**config.mk**
```make
export PLATFORM = sky130hd
export DESIGN_NAME = ram_arbiter
export DESIGN_NICKNAME = d
export VERILOG_FILES = /design/src/rtl/tk1_bus_pkg.sv /design/src/rtl/arb_select.sv /design/src/rtl/ram_arbiter.sv
export SDC_FILE = /design/constraint.sdc
export NUM_CORES = 1
export LEC_CHECK = 0
export ABC_AREA = 1
export CAP_MARGIN = 5
export CORE_MARGIN = 8
export CORE_UTILIZATION = 41
export DETAILED_ROUTE_END_ITERATION = 6
export PLACE_DENSITY = 0.89
export SYNTH_ARGS = -nofsm -noshare
export SYNTH_HDL_FRONTEND = slang
export SYNTH_SLANG_ARGS = --single-unit
export TNS_END_PERCENT = 1
```
**constraint.sdc**
```tcl
create_clock -name clk -period 3.2 [get_ports clk]
set_input_delay 0.8 -clock clk [delete_from_list [all_inputs] [get_ports clk]]
set_output_delay 0.8 -clock clk [all_outputs]
set_load 0.02 [all_outputs]
```
**src/rtl/tk1_bus_pkg.sv**
```systemverilog
// Shared bus header for the RAM arbiter slice.
//  - FSM state encoding used by ram_arbiter.
//  - Master IDs (bit positions in req/grant vectors).
//  - Default RAM address/data widths.
package tk1_bus_pkg;

  localparam int RAM_ADDR_W = 15;
  localparam int RAM_DATA_W = 32;

  typedef enum logic [1:0] {
    IDLE = 2'd0,
    BUSY = 2'd1,
    RESP = 2'd2
  } arb_state_e;

  localparam logic M_CPU = 1'b0;
  localparam logic M_DMA = 1'b1;

endpackage

```
**src/rtl/arb_select.sv**
```systemverilog
// Combinational winner select for the two-master RAM arbiter.
//  req_i        : per-master request, bit index = master ID
//  last_grant_i : master ID that owned the previous access
//  winner_o     : one-hot winner, 0 when nobody requests
// Build option: RAM_ARB_ROUND_ROBIN_EN selects round robin on ties;
// when undefined, master 0 (CPU) always wins ties and last_grant_i is unused.
module arb_select
  import tk1_bus_pkg::*;
(
  input  logic [1:0] req_i,
  input  logic       last_grant_i,
  output logic [1:0] winner_o
);

`ifdef RAM_ARB_ROUND_ROBIN_EN
  always_comb begin
    winner_o = req_i;
    // Tie: whoever did not own the last access goes next.
    if (&req_i) winner_o = (last_grant_i == M_DMA) ? 2'b01 : 2'b10;
  end
`else
  logic unused_last_grant;
  assign unused_last_grant = last_grant_i;

  always_comb begin
    winner_o = req_i;
    if (req_i[M_CPU]) winner_o = 2'b01;
  end
`endif

endmodule

```
**src/rtl/ram_arbiter.sv**
```systemverilog
// Two-master arbiter in front of the single-port application RAM.
// Master 0 is the CPU bus decoder, master 1 a DMA/copy engine.
// One access at a time: IDLE picks a winner and latches its request, BUSY
// drives the RAM until ram_ready (or a ready timeout), RESP returns a
// one-cycle ready plus read data to the owner.
// Ports:
//  clk, reset_n                 clock, synchronous active-low reset
//  mX_cs/we/address/write_data  master request (level, held until ready)
//  mX_read_data, mX_ready       response, read data valid with ready pulse
//  ram_*                        RAM side handshake
//  grant                        one-hot owner of current access, 0 in IDLE
//  timeout                      pulses with a ready forced by the timeout
// Build option: RAM_ARB_ROUND_ROBIN_EN (see arb_select).
module ram_arbiter
  import tk1_bus_pkg::*;
#(
  parameter int ADDR_WIDTH     = RAM_ADDR_W,
  parameter int DATA_WIDTH     = RAM_DATA_W,
  parameter int TIMEOUT_CYCLES = 16
) (
  input  logic                    clk,
  input  logic                    reset_n,
  input  logic                    m0_cs,
  input  logic [DATA_WIDTH/8-1:0] m0_we,
  input  logic [ADDR_WIDTH-1:0]   m0_address,
  input  logic [DATA_WIDTH-1:0]   m0_write_data,
  output logic [DATA_WIDTH-1:0]   m0_read_data,
  output logic                    m0_ready,
  input  logic                    m1_cs,
  input  logic [DATA_WIDTH/8-1:0] m1_we,
  input  logic [ADDR_WIDTH-1:0]   m1_address,
  input  logic [DATA_WIDTH-1:0]   m1_write_data,
  output logic [DATA_WIDTH-1:0]   m1_read_data,
  output logic                    m1_ready,
  output logic                    ram_cs,
  output logic [DATA_WIDTH/8-1:0] ram_we,
  output logic [ADDR_WIDTH-1:0]   ram_address,
  output logic [DATA_WIDTH-1:0]   ram_write_data,
  input  logic [DATA_WIDTH-1:0]   ram_read_data,
  input  logic                    ram_ready,
  output logic [1:0]              grant,
  output logic                    timeout
);

  localparam int WE_W  = DATA_WIDTH / 8;
  localparam int CNT_W = $clog2(TIMEOUT_CYCLES + 1);

  arb_state_e            state_q, state_d;
  logic [1:0]            grant_q, grant_d;
  logic                  last_q, last_d;
  logic [WE_W-1:0]       we_q, we_d;
  logic [ADDR_WIDTH-1:0] addr_q, addr_d;
  logic [DATA_WIDTH-1:0] wdata_q, wdata_d;
  logic [DATA_WIDTH-1:0] rdata_q, rdata_d;
  logic                  tmo_q, tmo_d;
  logic [CNT_W-1:0]      cnt_q, cnt_d;
  logic [1:0]            winner;

  arb_select u_sel (
    .req_i        ({m1_cs, m0_cs}),
    .last_grant_i (last_q),
    .winner_o     (winner)
  );

  always_ff @(posedge clk) begin
    if (!reset_n) begin
      state_q <= IDLE;
      grant_q <= '0;
      last_q  <= M_DMA;  // master 0 first after reset
      we_q    <= '0;
      addr_q  <= '0;
      wdata_q <= '0;
      rdata_q <= '0;
      tmo_q   <= 1'b0;
      cnt_q   <= '0;
    end else begin
      state_q <= state_d;
      grant_q <= grant_d;
      last_q  <= last_d;
      we_q    <= we_d;
      addr_q  <= addr_d;
      wdata_q <= wdata_d;
      rdata_q <= rdata_d;
      tmo_q   <= tmo_d;
      cnt_q   <= cnt_d;
    end
  end

  always_comb begin
    state_d = state_q;
    grant_d = grant_q;
    last_d  = last_q;
    we_d    = we_q;
    addr_d  = addr_q;
    wdata_d = wdata_q;
    rdata_d = rdata_q;
    tmo_d   = tmo_q;
    cnt_d   = cnt_q;
    case (state_q)
      IDLE: begin
        if (|winner) begin
          if (winner[M_DMA]) begin
            we_d    = m1_we;
            addr_d  = m1_address;
            wdata_d = m1_write_data;
          end else begin
            we_d    = m0_we;
            addr_d  = m0_address;
            wdata_d = m0_write_data;
          end
          grant_d = winner;
          cnt_d   = '0;
          tmo_d   = 1'b0;
          state_d = BUSY;
        end
      end
      BUSY: begin
        // cnt_q = BUSY cycles already spent; this cycle is number cnt_q+1.
        if (ram_ready) begin
          rdata_d = ram_read_data;
          state_d = RESP;
        end else if (cnt_q >= CNT_W'(TIMEOUT_CYCLES - 1)) begin
          rdata_d = '0;
          tmo_d   = 1'b1;
          state_d = RESP;
        end else if (cnt_q != '1) begin
          cnt_d = cnt_q + CNT_W'(1);
        end
      end
      RESP: begin
        last_d  = grant_q[M_DMA] ? M_DMA : M_CPU;
        grant_d = '0;
        state_d = IDLE;
      end
      default: state_d = IDLE;
    endcase
  end

  logic busy, resp;
  assign busy = (state_q == BUSY);
  assign resp = (state_q == RESP);

  assign ram_cs         = busy;
  assign ram_we         = busy ? we_q    : '0;
  assign ram_address    = busy ? addr_q  : '0;
  assign ram_write_data = busy ? wdata_q : '0;

  assign m0_ready     = resp & grant_q[M_CPU];
  assign m1_ready     = resp & grant_q[M_DMA];
  assign m0_read_data = m0_ready ? rdata_q : '0;
  assign m1_read_data = m1_ready ? rdata_q : '0;
  assign timeout      = resp & tmo_q;
  assign grant        = grant_q;

endmodule

```
=== Yosys cells after proc, flatten, opt, wreduce, memory -nomap -nowiden ===
Index checks and enable logic that the tools add are counted.

* $add $sub $neg: 1
* Order comparisons: 1
* Equal/unequal tests: 9
* Mux-type cells: 26
* Bitwise operators: 3
* Reduce and logical (&&, ||, !) cells: 11

{| class="wikitable"
|+ Operator list
! operator !! number
|-
| $mux W32 || 6
|-
| $mux W15 || 2
|-
| $mux W5 || 4
|-
| $mux W2 || 5
|-
| $pmux W5 S2 || 1
|-
| $mux W4 || 2
|-
| $pmux W2 S2 || 2
|-
| $reduce_and A2 Y1 || 4
|-
| $ne A2 B2 Y1 const B || 3
|-
| $reduce_bool A2 Y1 || 3
|-
| $add A5 B1 Y5 const B || 1
|-
| $ge A5 B4 Y1 const B || 1
|-
| $ne A5 B5 Y1 const B || 1
|-
| $reduce_and A5 Y1 || 1
|-
| $ne A2 B1 Y1 const B || 2
|-
| $reduce_and A4 Y1 || 1
|-
| $and A1 B1 Y1 || 3
|-
| $mux W1 || 3
|-
| $ne A3 B2 Y1 const B || 1
|-
| $eq A2 B1 Y1 const B || 1
|-
| $eq A2 B2 Y1 const B || 1
|-
| $logic_not A2 Y1 || 1
|-
| $pmux W1 S2 || 1
|-
| $reduce_or A2 Y1 || 1
|}

* Bits in registers: 93
* Bits of input ports: 139
* Output and inout bits: 121

=== Logic depth before layout (Yosys ltp) ===
* Word-level depth: 5
* Mapped depth: 10
* Mapped depth without buffers: 10

=== By module ===
Synthesis repeated with hierarchy kept, for this count alone.

* Cell total of the unflattened synthesis: 774
* Area, all modules: 4854.7 um^2

{| class="wikitable"
|+ Modules (own cells, without submodules)
! module !! instances !! cells each !! area an instance (um^2) !! sequential area each (um^2)
|-
| ram_arbiter || 1 || 771 || 4837.1 || 1881.8
|-
| arb_select || 1 || 3 || 17.5 || 0.0
|}

=== Worst setup path after synthesis ===
No wires, ideal clock.

* Path type: flip-flop to output port
* From: reg state_q[1]
* To: out m0_read_data[22]
* Arrival time: 1174 ps
* Data required time: 2400 ps
* Setup slack: 1226 ps
* Stages on the path, launching flop included: 6
* Path buffers: 1
* Cells stage by stage: dfxtp_1 > inv_1 > nor2_1 > nand2_1 > clkbuf_1 > nor2_1

* Longest elaborated chain between the ends: 3

{| class="wikitable"
|+ RTL lines
! what !! line !! text
|-
| from (decl) || ram_arbiter.sv:48 || <nowiki>arb_state_e state_q, state_d;</nowiki>
|-
| from (signal assigned) || ram_arbiter.sv:77 || <nowiki>state_q <= state_d;</nowiki>
|-
| $eq A2 B2 Y1 || ram_arbiter.sv:141 || <nowiki>assign resp = (state_q == RESP);</nowiki>
|-
| $and A1 B1 Y1 || ram_arbiter.sv:148 || <nowiki>assign m0_ready = resp & grant_q[M_CPU];</nowiki>
|-
| $mux W32 || ram_arbiter.sv:150 || <nowiki>assign m0_read_data = m0_ready ? rdata_q : '0;</nowiki>
|-
| to (decl) || ram_arbiter.sv:27 || <nowiki>output logic [DATA_WIDTH-1:0] m0_read_data,</nowiki>
|}

Every way passes these cells.

=== Final worst setup path ===
* From: reg state_q[1]
* To: out m0_read_data[30]

The elaborated chain is that of the path after synthesis.

==> metrics.txt <==
status=completed; leading area contributor after synthesis=dfxtp_1; postcts setup bufs=0; Die X-Extent=about 120 um; initial antenna violation count=0; hold_sp=wdata_q[15]$_SDFFE_PN0P_; Initial Util=0.418; Slew Limit Fails=0; leakage power=2.65 nW; die height=about 120 um; Top Family by Delay on Critical Path=buffers and inverters; fmax=between 0.3 and 0.4 GHz; Multi-input gate area=roughly 2000 um2; setup violators final=0; Post-CTS Hold Fix Bufs=0; GPL Wtd Cong=between 0.7 and 0.8; Inst Count DP=1034; # rows=38; DRT iter0 DRCs=roughly 340; Final nets=roughly 1000; DR vias/cell=4.85; # resized after CTS=0; TNS Setup=0 ns; P_int=a little over 2 mW; Slowest-stage cell, CP=clkdlybuf4s50_1; ANT cells=0; ANT nets after route=0; CP arrival=approximately 2.1 ns; crit path launch=state_q[1]$_SDFFE_PN0P_; Synth cell types=23; Mapped Nets=just over 800; final core utilization=0.680; most common library cell in the layout ignoring fill and taps=clkdlybuf4s50_1; share of cells above drive strength 1=0.0363; number of vias in the routed layout=5095; HPWL Detailed=between 10000 and 15000 um; Die ar.=14600 um2; Seq cells post-synth=93; Port Buffer Count=about 260; Area growth, synth to finish=62.6%; grt ovf=0; H-tree levels=3; sequential area share after synthesis=0.413; average size of a mapped cell=6.71 um2; Clock Path Buffers=2; Final min period=approximately 2.9 ns; CP bufs+invs=3; worst skew pair latency=roughly 0.34 ns; vias in the first global route=4900; post-DR wirelength/cell=~15 um; Layout Cells excl Fill=roughly 1100; period utilisation layout=0.893; class of the most critical setup path=register to output pin; top post-synthesis cells by area=dfxtp_1 (41%), nor2_1 (10%), a21oi_1 (10%); crit-path max FO=33; sw power=between 0.7 and 0.8 mW; Clk pwr share=0.295; skew final=between 0.01 and 0.015 ns; synth warn=0; largest net degree at the start of global routing=73; Worst-path clk slew=approximately 0.09 ns; cell mode on critical path=nor2_1; RSZ-0062 raised after global routing=false; DRC viols=0; Worst Tran Pin Value=0.705 ns; Hold Crit Class=register to register; area share of the largest cell type after synthesis=0.413; FILL cells=891; Num CTS Buffers=9; worst path cell trace=inv_1 -> nor2_1 -> nand2_1 -> buf_4 -> nor2_1 -> clkdlybuf4s50_1; Initial DRT Pass Iterations=5; post-synthesis cell area=roughly 4500 um2; TritonCTS clock tree=yes; Sw Ratio=0.281; peak supply drop=around 0.00031 V; Post-Synthesis Cells=672; commonest non-fill, non-tap cells in the layout=clkdlybuf4s50_1 (259), nor2_1 (125), inv_1 (101); CP max stage delay=0.63 ns; combinational share of power=0.243; startpoint types=register; Critical Path End Type=output pin; Root Driver=clkbuf_8; PD cells=just under 400 nW/um2; Post-Route WL=between 15000 and 20000 um; first-pass GRT wire length=about 24000 um; register share of total power=0.462; io pins=260; worst path required time=approximately 2.4 ns; Max Cap Viol=0; FF+latch area=~1900 um2; clock sink total=93; Slew headroom=0.529; Final Hold Viols=0; worst r2r src=cnt_q[0]$_SDFFE_PN0P_; area of the core=~11000 um2; Tot GR Track Use=0.202
-- path summary, 6_finish.rpt --
| path | end | slack [ns] | depth (start not counted) |
|---|---|---|---|
| worst max register to register | rdata_q[11]$_SDFFE_PN0P_ | 1.32 | 10 |
| worst min register to register | wdata_q[15]$_SDFFE_PN0P_ | 0.46 | 2 |
| worst max-delay path | m0_read_data[30] | 0.34 | 6 |
| worst min-delay path | wdata_q[15]$_SDFFE_PN0P_ | 0.46 | 2 |
-- worst min-delay path: cells and delay by family, from the launching register on --
kind	cells	cell delay [ns]
flip-flops	1	0.31
buffers and inverters	1	0.06
AO/OA/AOI/OAI	1	0.05
-- state kept, by name, summed over array words and instances, names as in the netlist --
signal / count
we_q: 4
grant: 2
addr_q: 15
rdata_q: 32
cnt_q: 5
tmo_q: 1
state_q: 2
wdata_q: 32
-- cell usage after synthesis --
cell / instances
a21oi_1: 92
a21oi_4: 1
buf_2: 17
buf_4: 9
buf_6: 4
clkbuf_1: 18
dfxtp_1: 93
ha_1: 3
inv_1: 101
inv_2: 1
inv_4: 1
nand2_1: 88
nand2_2: 1
nand2_4: 1
nand3_1: 12
nand4_1: 2
nor2_1: 126
nor2_2: 1
nor2_4: 2
nor3b_1: 1
o21ai_0: 43
o21ai_1: 6
o22ai_1: 49
-- kinds of logic after synthesis --
kind of cell / Yosys count / share of synthesized area
AOI/OAI and AO/OA: 191 / 0.228
DFF: 93 / 0.413
buffers and inverters: 151 / 0.145
and+or+nand+nor: 234 / 0.206
adders and majority gates: 3 / 0.00832
-- layout make-up --
class | instances | area share
Sequential cell | 93 | 0.254
Inverter | 103 | 0.0530
Clock buffer | 12 | 0.0184
Multi-Input combinational cell | 428 | 0.273
Clock inverter | 4 | 0.00989
Tap cell | 140 | 0.0239
Timing Repair Buffer | 270 | 0.368
-- power groups by stage --
stage | logic [mW] | clock network (mW) | registers, mW
floorplan | 0.379 | 0 | 1.32
global placement | 0.675 | 0 | 1.33
detailed placement | 0.690 | 0 | 1.33
CTS | 0.692 | 0.861 | 1.31
global route | 0.757 | 0.913 | 1.32
finish | 0.688 | 0.834 | 1.31
-- per-layer routing --
metal  track usage  routed length (um)  part of all wire  up-vias
met3        0.0884                1920              0.12       16
met1         0.227                6210              0.40     2261
met4        0.0500                 172             0.011        0
li1              -                   -                 -     2601
met2         0.343                7250              0.47      217
met5             0                   0                 0        -
-- stage by stage --
step           setup slack [ns]  instance area, um2  power (mW)  hold slack [ns]
3_5_place_dp              0.673                7130        2.02            0.448
4_1_cts                   0.309                7340        2.86            0.462
2_1_floorplan              1.23                4510        1.70            0.427
3_3_place_gp              0.711                7130        2.00            0.449
6_report                  0.342                7340        2.83            0.459
5_1_grt                   0.176                7340        2.99            0.481
Power figures use the tool's default switching activity.
